<file path="src/rtl/alu_digit_serial.sv">
// -----------------------------------------------------------------------------
// alu_digit_serial
//   Small-area multi-cycle execute unit. A WIDTH-bit ALU operation is computed
//   DIGIT bits per clock, least-significant digit first. A carry register links
//   consecutive digits. Valid/ready handshakes are used on both the operand side
//   and the result side.
//
//   Control encoding (3-bit, 1-bit-ALU-slice style):
//     bit 2 selects the logic unit; bit 0 inverts B and seeds the carry-in.
//     2=ADD 3=SUB 4=AND 5=OR 6=NOR 7=XOR, 0 undefined.
//     1=SLT only when ALU_SLT_EN is defined; otherwise 1 is undefined.
//     An undefined code gives out=0 and zero=1, with the normal latency.
//
//   Optional feature macro: ALU_SLT_EN (signed set-less-than on control=1).
//
// Ports
//   clock      rising-edge clock
//   reset_n    asynchronous active-low reset
//   in_valid   operands/control valid        in_ready  accepting (IDLE only)
//   A, B       WIDTH-bit operands            control   3-bit op code
//   out_valid  result valid (DONE)           out_ready consumer takes result
//   out        WIDTH-bit result
//   carryout   carry out of MSB (arith only) overflow  signed overflow (arith only)
//   zero       out == 0                      negative  out[WIDTH-1]
//   All result outputs read as 0 unless out_valid is high.
// -----------------------------------------------------------------------------
module alu_digit_serial #(
  parameter int WIDTH = 32,
  parameter int DIGIT = 4
) (
  input  logic             clock,
  input  logic             reset_n,
  input  logic             in_valid,
  output logic             in_ready,
  input  logic [WIDTH-1:0] A,
  input  logic [WIDTH-1:0] B,
  input  logic [2:0]       control,
  output logic             out_valid,
  input  logic             out_ready,
  output logic [WIDTH-1:0] out,
  output logic             carryout,
  output logic             overflow,
  output logic             zero,
  output logic             negative
);

  localparam int NDIG = WIDTH / DIGIT;
  localparam int CW   = (NDIG > 1) ? $clog2(NDIG) : 1;

  generate
    if ((DIGIT < 1) || (WIDTH % DIGIT != 0)) begin : g_bad_digit
      $error("alu_digit_serial: WIDTH must be a multiple of DIGIT");
    end
  endgenerate

  typedef enum logic [1:0] {S_IDLE, S_RUN, S_DONE} state_t;

  state_t           state_q, state_d;
  logic             in_ready_q;
  logic [WIDTH-1:0] a_q, b_q, res_q;
  logic [2:0]       ctrl_q;
  logic             carry_q;
  logic [CW-1:0]    cnt_q;
  logic             cout_q, ovf_q;

  logic             accept, last_dig;
  logic             is_addsub, is_slt, is_arith;
  logic [DIGIT-1:0] a_dig, b_eff, logic_dig, res_dig;
  logic [DIGIT:0]   sum_full;
  logic             c_msb_in, dig_ovf;
  logic [WIDTH-1:0] res_shifted;

  assign accept   = in_valid & in_ready_q & (state_q == S_IDLE);
  assign last_dig = (cnt_q == CW'(NDIG - 1));

  assign is_addsub = (ctrl_q == 3'd2) | (ctrl_q == 3'd3);
`ifdef ALU_SLT_EN
  assign is_slt = (ctrl_q == 3'd1);
`else
  assign is_slt = 1'b0;
`endif
  assign is_arith = is_addsub | is_slt;

  // Digit slice: adder with optional B inversion plus the bitwise logic unit.
  always_comb begin
    a_dig    = a_q[DIGIT-1:0];
    b_eff    = b_q[DIGIT-1:0] ^ {DIGIT{ctrl_q[0]}};
    sum_full = {1'b0, a_dig} + {1'b0, b_eff} + {{DIGIT{1'b0}}, carry_q};
    // Carry into the top bit of the digit, recovered from that bit's sum.
    c_msb_in = sum_full[DIGIT-1] ^ a_dig[DIGIT-1] ^ b_eff[DIGIT-1];
    dig_ovf  = c_msb_in ^ sum_full[DIGIT];
    case (ctrl_q[1:0])
      2'b00:   logic_dig = a_q[DIGIT-1:0] & b_q[DIGIT-1:0];
      2'b01:   logic_dig = a_q[DIGIT-1:0] | b_q[DIGIT-1:0];
      2'b10:   logic_dig = ~(a_q[DIGIT-1:0] | b_q[DIGIT-1:0]);
      default: logic_dig = a_q[DIGIT-1:0] ^ b_q[DIGIT-1:0];
    endcase
    if (is_arith)       res_dig = sum_full[DIGIT-1:0];
    else if (ctrl_q[2]) res_dig = logic_dig;
    else                res_dig = '0;
    // New digit enters at the top; after NDIG steps the result is aligned.
    res_shifted = (res_q >> DIGIT) | (WIDTH'(res_dig) << (WIDTH - DIGIT));
  end

  // State register.
  always_ff @(posedge clock or negedge reset_n) begin
    if (!reset_n) state_q <= S_IDLE;
    else          state_q <= state_d;
  end

  // Next-state logic.
  always_comb begin
    state_d = state_q;
    case (state_q)
      S_IDLE:  if (accept) state_d = S_RUN;
      S_RUN:   if (last_dig) state_d = S_DONE;
      S_DONE:  if (out_ready) state_d = S_IDLE;
      default: state_d = S_IDLE;
    endcase
  end

  // in_ready is registered so it stays low throughout reset and only rises
  // on the first edge after release (and the cycle after a result handshake).
  always_ff @(posedge clock or negedge reset_n) begin
    if (!reset_n) in_ready_q <= 1'b0;
    else          in_ready_q <= (state_d == S_IDLE);
  end

  // Datapath registers.
  always_ff @(posedge clock or negedge reset_n) begin
    if (!reset_n) begin
      a_q     <= '0;
      b_q     <= '0;
      res_q   <= '0;
      ctrl_q  <= '0;
      carry_q <= 1'b0;
      cnt_q   <= '0;
      cout_q  <= 1'b0;
      ovf_q   <= 1'b0;
    end else begin
      case (state_q)
        S_IDLE: begin
          if (accept) begin
            a_q     <= A;
            b_q     <= B;
            ctrl_q  <= control;
            carry_q <= control[0];
            cnt_q   <= '0;
            res_q   <= '0;
            cout_q  <= 1'b0;
            ovf_q   <= 1'b0;
          end
        end
        S_RUN: begin
          a_q     <= a_q >> DIGIT;
          b_q     <= b_q >> DIGIT;
          carry_q <= sum_full[DIGIT];
          if (last_dig) begin
            cnt_q  <= '0;
            cout_q <= is_addsub & sum_full[DIGIT];
            ovf_q  <= is_addsub & dig_ovf;
            // SLT: sign of the difference corrected by its overflow.
            if (is_slt) res_q <= WIDTH'(res_dig[DIGIT-1] ^ dig_ovf);
            else        res_q <= res_shifted;
          end else begin
            cnt_q <= cnt_q + CW'(1);
            res_q <= res_shifted;
          end
        end
        default: ;
      endcase
    end
  end

  // Outputs: result and flags are only visible while the result is valid.
  always_comb begin
    in_ready  = in_ready_q;
    out_valid = (state_q == S_DONE);
    out       = out_valid ? res_q : '0;
    carryout  = out_valid & cout_q;
    overflow  = out_valid & ovf_q;
    zero      = out_valid & (res_q == '0);
    negative  = out_valid & res_q[WIDTH-1];
  end

endmodule

</file>
<file path="config.mk">
export PLATFORM = sky130hd
export DESIGN_NAME = alu_digit_serial
export DESIGN_NICKNAME = d
export VERILOG_FILES = /design/src/rtl/alu_digit_serial.sv
export SDC_FILE = /design/constraint.sdc
export NUM_CORES = 1
export LEC_CHECK = 0
export ABC_AREA = 1
export CAP_MARGIN = 20
export CORE_MARGIN = 3
export CORE_UTILIZATION = 40
export CTS_CLUSTER_DIAMETER = 30
export DETAILED_ROUTE_END_ITERATION = 16
export DONT_BUFFER_PORTS = 1
export PLACE_DENSITY = 0.53
export SLEW_MARGIN = 20
export SYNTH_ARGS = -nofsm -noshare
export SYNTH_HDL_FRONTEND = slang
export SYNTH_SLANG_ARGS = --single-unit
</file>
<file path="constraint.sdc">
create_clock -name clock -period 2.51 [get_ports clock]
set_input_delay 0.251 -clock clock [delete_from_list [all_inputs] [get_ports clock]]
set_output_delay 0.251 -clock clock [all_outputs]
set_load 0.05 [all_outputs]
</file>
# After elaboration in Yosys (flattened, before gate mapping)
# Index checks and enable logic that the tools add are counted.
dict set report totals {
  register_bits 108
  input_bits 71
  output_inout_bits 38
  word_cells 72
}
dict set report classes {
  n_addsub 3
  n_eq_ne 9
  mux 24
  bitwise 18
  n_reduce_logical 8
}
# op n
set ops {}
lappend ops {{case mux 32 bit (2 select lines)} 3}
lappend ops {{2-to-1 mux 32 bit} 4}
lappend ops {{logical NOT 32 bit} 1}
lappend ops {{bitwise OR 28 x 32 -> 32 bit} 1}
lappend ops {{case mux 4 bit (3 select lines)} 1}
lappend ops {{AND 1 bit} 8}
lappend ops {{2-to-1 mux 4 bit} 2}
lappend ops {{bitwise XOR 4 bit} 2}
lappend ops {{equality test 3 x 2 -> 1 bit (second input constant)} 2}
lappend ops {{logical NOT 2 bit} 3}
lappend ops {{2-to-1 mux 2 bit} 3}
lappend ops {{2-to-1 mux 3 bit} 2}
lappend ops {{case mux 1 bit (2 select lines)} 3}
lappend ops {{case mux 2 bit (3 select lines)} 1}
lappend ops {{case mux 3 bit (2 select lines)} 1}
lappend ops {{adder 4 x 4 -> 5 bit} 1}
lappend ops {{adder 5 x 1 -> 5 bit} 1}
lappend ops {{AND 4 bit} 1}
lappend ops {{equality test 2 x 1 -> 1 bit (second input constant)} 2}
lappend ops {{equality test 2 bit (second input constant)} 2}
lappend ops {{2-to-1 mux 1 bit} 4}
lappend ops {{inequality test 2 bit (second input constant)} 2}
lappend ops {{NOT 4 bit} 1}
lappend ops {{bitwise OR 4 bit} 1}
lappend ops {{7 further kinds} 10}

# Longest topological paths before layout
dict set report depth {
  ltp_word 9
  ltp_mapped 14
  ltp_nobuf 13
}

# Least setup slack after synthesis
# Ideal clock, no wire load.
dict set report synth_timing {
  kind {register to output}
  from {register state_q[1]}
  to {output out[31]}
  arrival_ns 2.406
  required_time_ns 2.259
  setup_slack_ns -0.147
  path_stages_with_launch 6
  n_path_buf 1
  cell_sequence {dfrtp_1 inv_2 nor2_1 inv_2 nor2_1 buf_4}
}
dict set report synth_between {
  elab_chain_len 2
}
# item line_no
set synth_lines {}
lappend synth_lines {{start, declared} 58} ;# state_t state_q, state_d;
lappend synth_lines {{start signal, assigned} 108} ;# else state_q <= state_d;
lappend synth_lines {{equality test 2 bit} 178} ;# out_valid = (state_q == S_DONE);
lappend synth_lines {{named net out_valid} 38} ;# output logic out_valid,
lappend synth_lines {{2-to-1 mux 32 bit} 179} ;# out = out_valid ? res_q : '0;
lappend synth_lines {{end, declared} 40} ;# output logic [WIDTH-1:0] out,
# The timed path passes the listed nets, and every way through them passes these cells.

# Final worst setup path
dict set report layout_timing {
  from {register state_q[1]}
  to {output out[4]}
}
dict set report layout_between {
  elab_chain_len 2
}
# item line_no
set layout_lines {}
lappend layout_lines {{equality test 2 bit} 178}
lappend layout_lines {{2-to-1 mux 32 bit} 179}
# Every way passes these cells.

==> flow_summary.json <==
{
  "grt_max_degree": 109,
  "end_kind": "output pin",
  "first_pass_iters": 5,
  "grtUsageTotal_pct": 19.3,
  "initial_utilization_pct": 41.3,
  "vias_per_cell": 5.21,
  "path_class": "reg -> out",
  "cts.sinks": 108,
  "dr_total_vias": 4317,
  "r2r-end": "ovf_q",
  "outcome": "finished with violations",
  "combPwrFrac_pct": 46.0,
  "area_growth_syn_to_layout_pct": 13.3,
  "p_clk_share_pct": 17.3,
  "switching_power_w": 0.00340,
  "syn_area_per_cell_sq_um": 8.28,
  "dieArea_sq_mm": 0.0146,
  "reg2reg_setup_slack_ps": 360,
  "synth_common_cells": "nor2_1 (151), dfrtp_1 (108), nor3_1 (105)",
  "post-cts-setup-buffer-count": 0,
  "ys.flop_type": "dfrtp_1",
  "hold_slack_ps": -416,
  "synth_seq_cells": 108,
  "place_hpwl_mm": 8.88,
  "ys_warn_count": 0,
  "syn_area_sq_mm": 0.00526,
  "yosys.area.top_type": "dfrtp_1",
  "timing.fmax_mhz": 460,
  "cp_max_fo": 35,
  "post-route-drc-count": 0,
  "rsz0062_at_grt": "false",
  "gp_congestion": 0.801,
  "layout.nets": 737,
  "grt_pass1_vias": 4201,
  "grt_pass1_wl_mm": 22.2,
  "synth-edff-count": 0,
  "synthArstFlopShare_pct": 100,
  "internal_power_w": 0.00454,
  "htree_levels": 3,
  "synth.most_common_cell": "nor2_1",
  "fin_util_pct": 46.8,
  "worst_pin_slew_ps": 736,
  "rows": 41,
  "synth_nets": 721,
  "power_density_mw_per_mm2": 1330,
  "worstPathRequired_ps": 2260,
  "ios": 109,
  "die_w_um": 121,
  "cts_resized": 0,
  "setup_viol_count_final": 0,
  "min_period_over_period_pct": 86.6,
  "slew-limit-headroom_pct": 50.9,
  "post-place-ws_ps": 378,
  "setup_tns_ps": 0,
  "ys_top_cells_by_area": "dfrtp_1 (51%), nor2_1 (11%), nor3_1 (10%)",
  "synth_top_area_share_pct": 51.4,
  "cts_root_buffer": "clkbuf_16",
  "wl_mm": 13.4,
  "antenna_found_initial": 0,
  "synthCells": 635,
  "fp.coreArea_sq_mm": 0.0127,
  "ys_types": 32,
  "grt_overflow": 0,
  "cts_buffer_depth": 2,
  "clock_skew_ps": 8.86,
  "hold_violations": 108,
  "ys_seq_area_share_pct": 51.4,
  "p_sw_share_pct": 42.8,
  "n_antenna_cell": 0,
  "die_h_um": 121,
  "worst_slack_ps": 336,
  "io_buffers": 0,
  "min_period_ps": 2170,
  "power.leakage_nw": 2.64,
  "drv_cap": 0,
  "wl_per_cell_um": 16.2,
  "ant_nets": 0,
  "drive_above_1_share_pct": 10.4,
  "hold_path_class": "in -> async",
  "slew_viol_final": 0,
  "p_seq_share_pct": 36.7,
  "ff2ff_path_depth": 10,
  "r2r_start": "b_q[0]",
  "clock_latency_ps": 360,
  "numCtsBuffers": 9,
  "violations": "hold timing",
  "worst_setup_path_start_kind": "register",
  "clkTransAtPathRegs_ps": 70,
  "first_iter_violations": 323,
  "ir_worst_vdd_mv": 0.694,
  "crit_arrival_ps": 1920,
  "cts_tree": "done"
}
## stage by stage
stage,cells,power (W),area [sq um]
after floorplan,635,0.00572,5260
after global placement,812,0.00654,5680
after detailed placement,812,0.00661,5680
after CTS,828,0.00802,5960
after global routing,828,0.00867,5960
final,828,0.00795,5960
## state kept, by name (all words and copies together), names as in the netlist
name and count:
ovf_q 1, ctrl_q 3, b_q 32, cout_q 1
res_q 32, cnt_q 3, in_ready 1, carry_q 1
a_q 32, state_q 2
## worst max-delay path, stage by stage (launching register included)
cell and delay (ps):
dfrtp_1 430, inv_2 110, nor2_2 40, buf_4 190, inv_2 440, nor2_1 130, buf_4 220
## layer usage
| layer | up-vias | global-route usage, % | wire length [um] |
|---|---|---|---|
| met1 | 2080 | 27.9 | 6330 |
| li1 | 2125 | - | - |
| met5 | - | 0 | 0 |
| met3 | 10 | 5.80 | 882 |
| met4 | 0 | 6.16 | 140 |
| met2 | 102 | 27.8 | 6090 |
## cells by family after synthesis
logic type	Yosys count	share of synthesized area [%]
buf+inv	108	8.44
flops	108	51.4
xor+xnor	4	0.666
compound gates	62	7.54
fa+ha+maj	15	3.85
simple gates	338	28.1
## power groups by stage
| stage | sequential [W] | clock, W | combinational [W] |
|---|---|---|---|
| global route | 0.00301 | 0.00150 | 0.00417 |
| global placement | 0.00293 | 0 | 0.00361 |
| floorplan | 0.00285 | 0 | 0.00287 |
| CTS | 0.00292 | 0.00142 | 0.00368 |
| finish | 0.00292 | 0.00138 | 0.00365 |
| detailed placement | 0.00295 | 0 | 0.00366 |
## how the worst max path moves through the flow
stage                     slack [ps]  endpoint        from  depth (start not counted)
after detailed placement         380     ovf_q      b_q[0]                         10
after CTS                        310    out[4]  state_q[1]                          6
after global routing             190    out[4]  state_q[1]                          6
final                            340    out[4]  state_q[1]                          6
after floorplan                  150   out[31]  state_q[1]                          5
after global placement           410     ovf_q      b_q[0]                         10
## cell usage in the layout, fill, tap and decap left out, types with 2 or more instances in the layout
master / netlist / layout
a211oi_1: 8 / 8
buf_12: 0 / 3
buf_4: 2 / 41
clkbuf_1: 11 / 3
clkbuf_16: 0 / 9
clkbuf_8: 0 / 3
dfrtp_1: 108 / 108
fa_1: 2 / 2
ha_1: 13 / 13
inv_1: 64 / 64
inv_2: 4 / 4
nand2_1: 44 / 44
nand3_1: 23 / 23
nand4_1: 5 / 5
nor2_1: 151 / 149
nor2_2: 0 / 2
nor3_1: 105 / 105
nor4_1: 4 / 4
o211ai_1: 4 / 4
o21ai_0: 11 / 11
o21ai_1: 3 / 3
o221ai_1: 3 / 3
o22ai_1: 29 / 29
o31ai_1: 2 / 2
or2_2: 2 / 2
xnor2_1: 2 / 2
xor2_1: 2 / 2
## layout make-up
type                       instances  area, sq um
fill                            1323         6760
tap                              172          215
inverter                          69          259
sequential                       108         2700
clock inverter                     1         5.00
multi-input combinational        419         2130
timing repair buffer              44          368
clock buffer                      15          278
No activity file was read; power rests on OpenSTA's default activity.
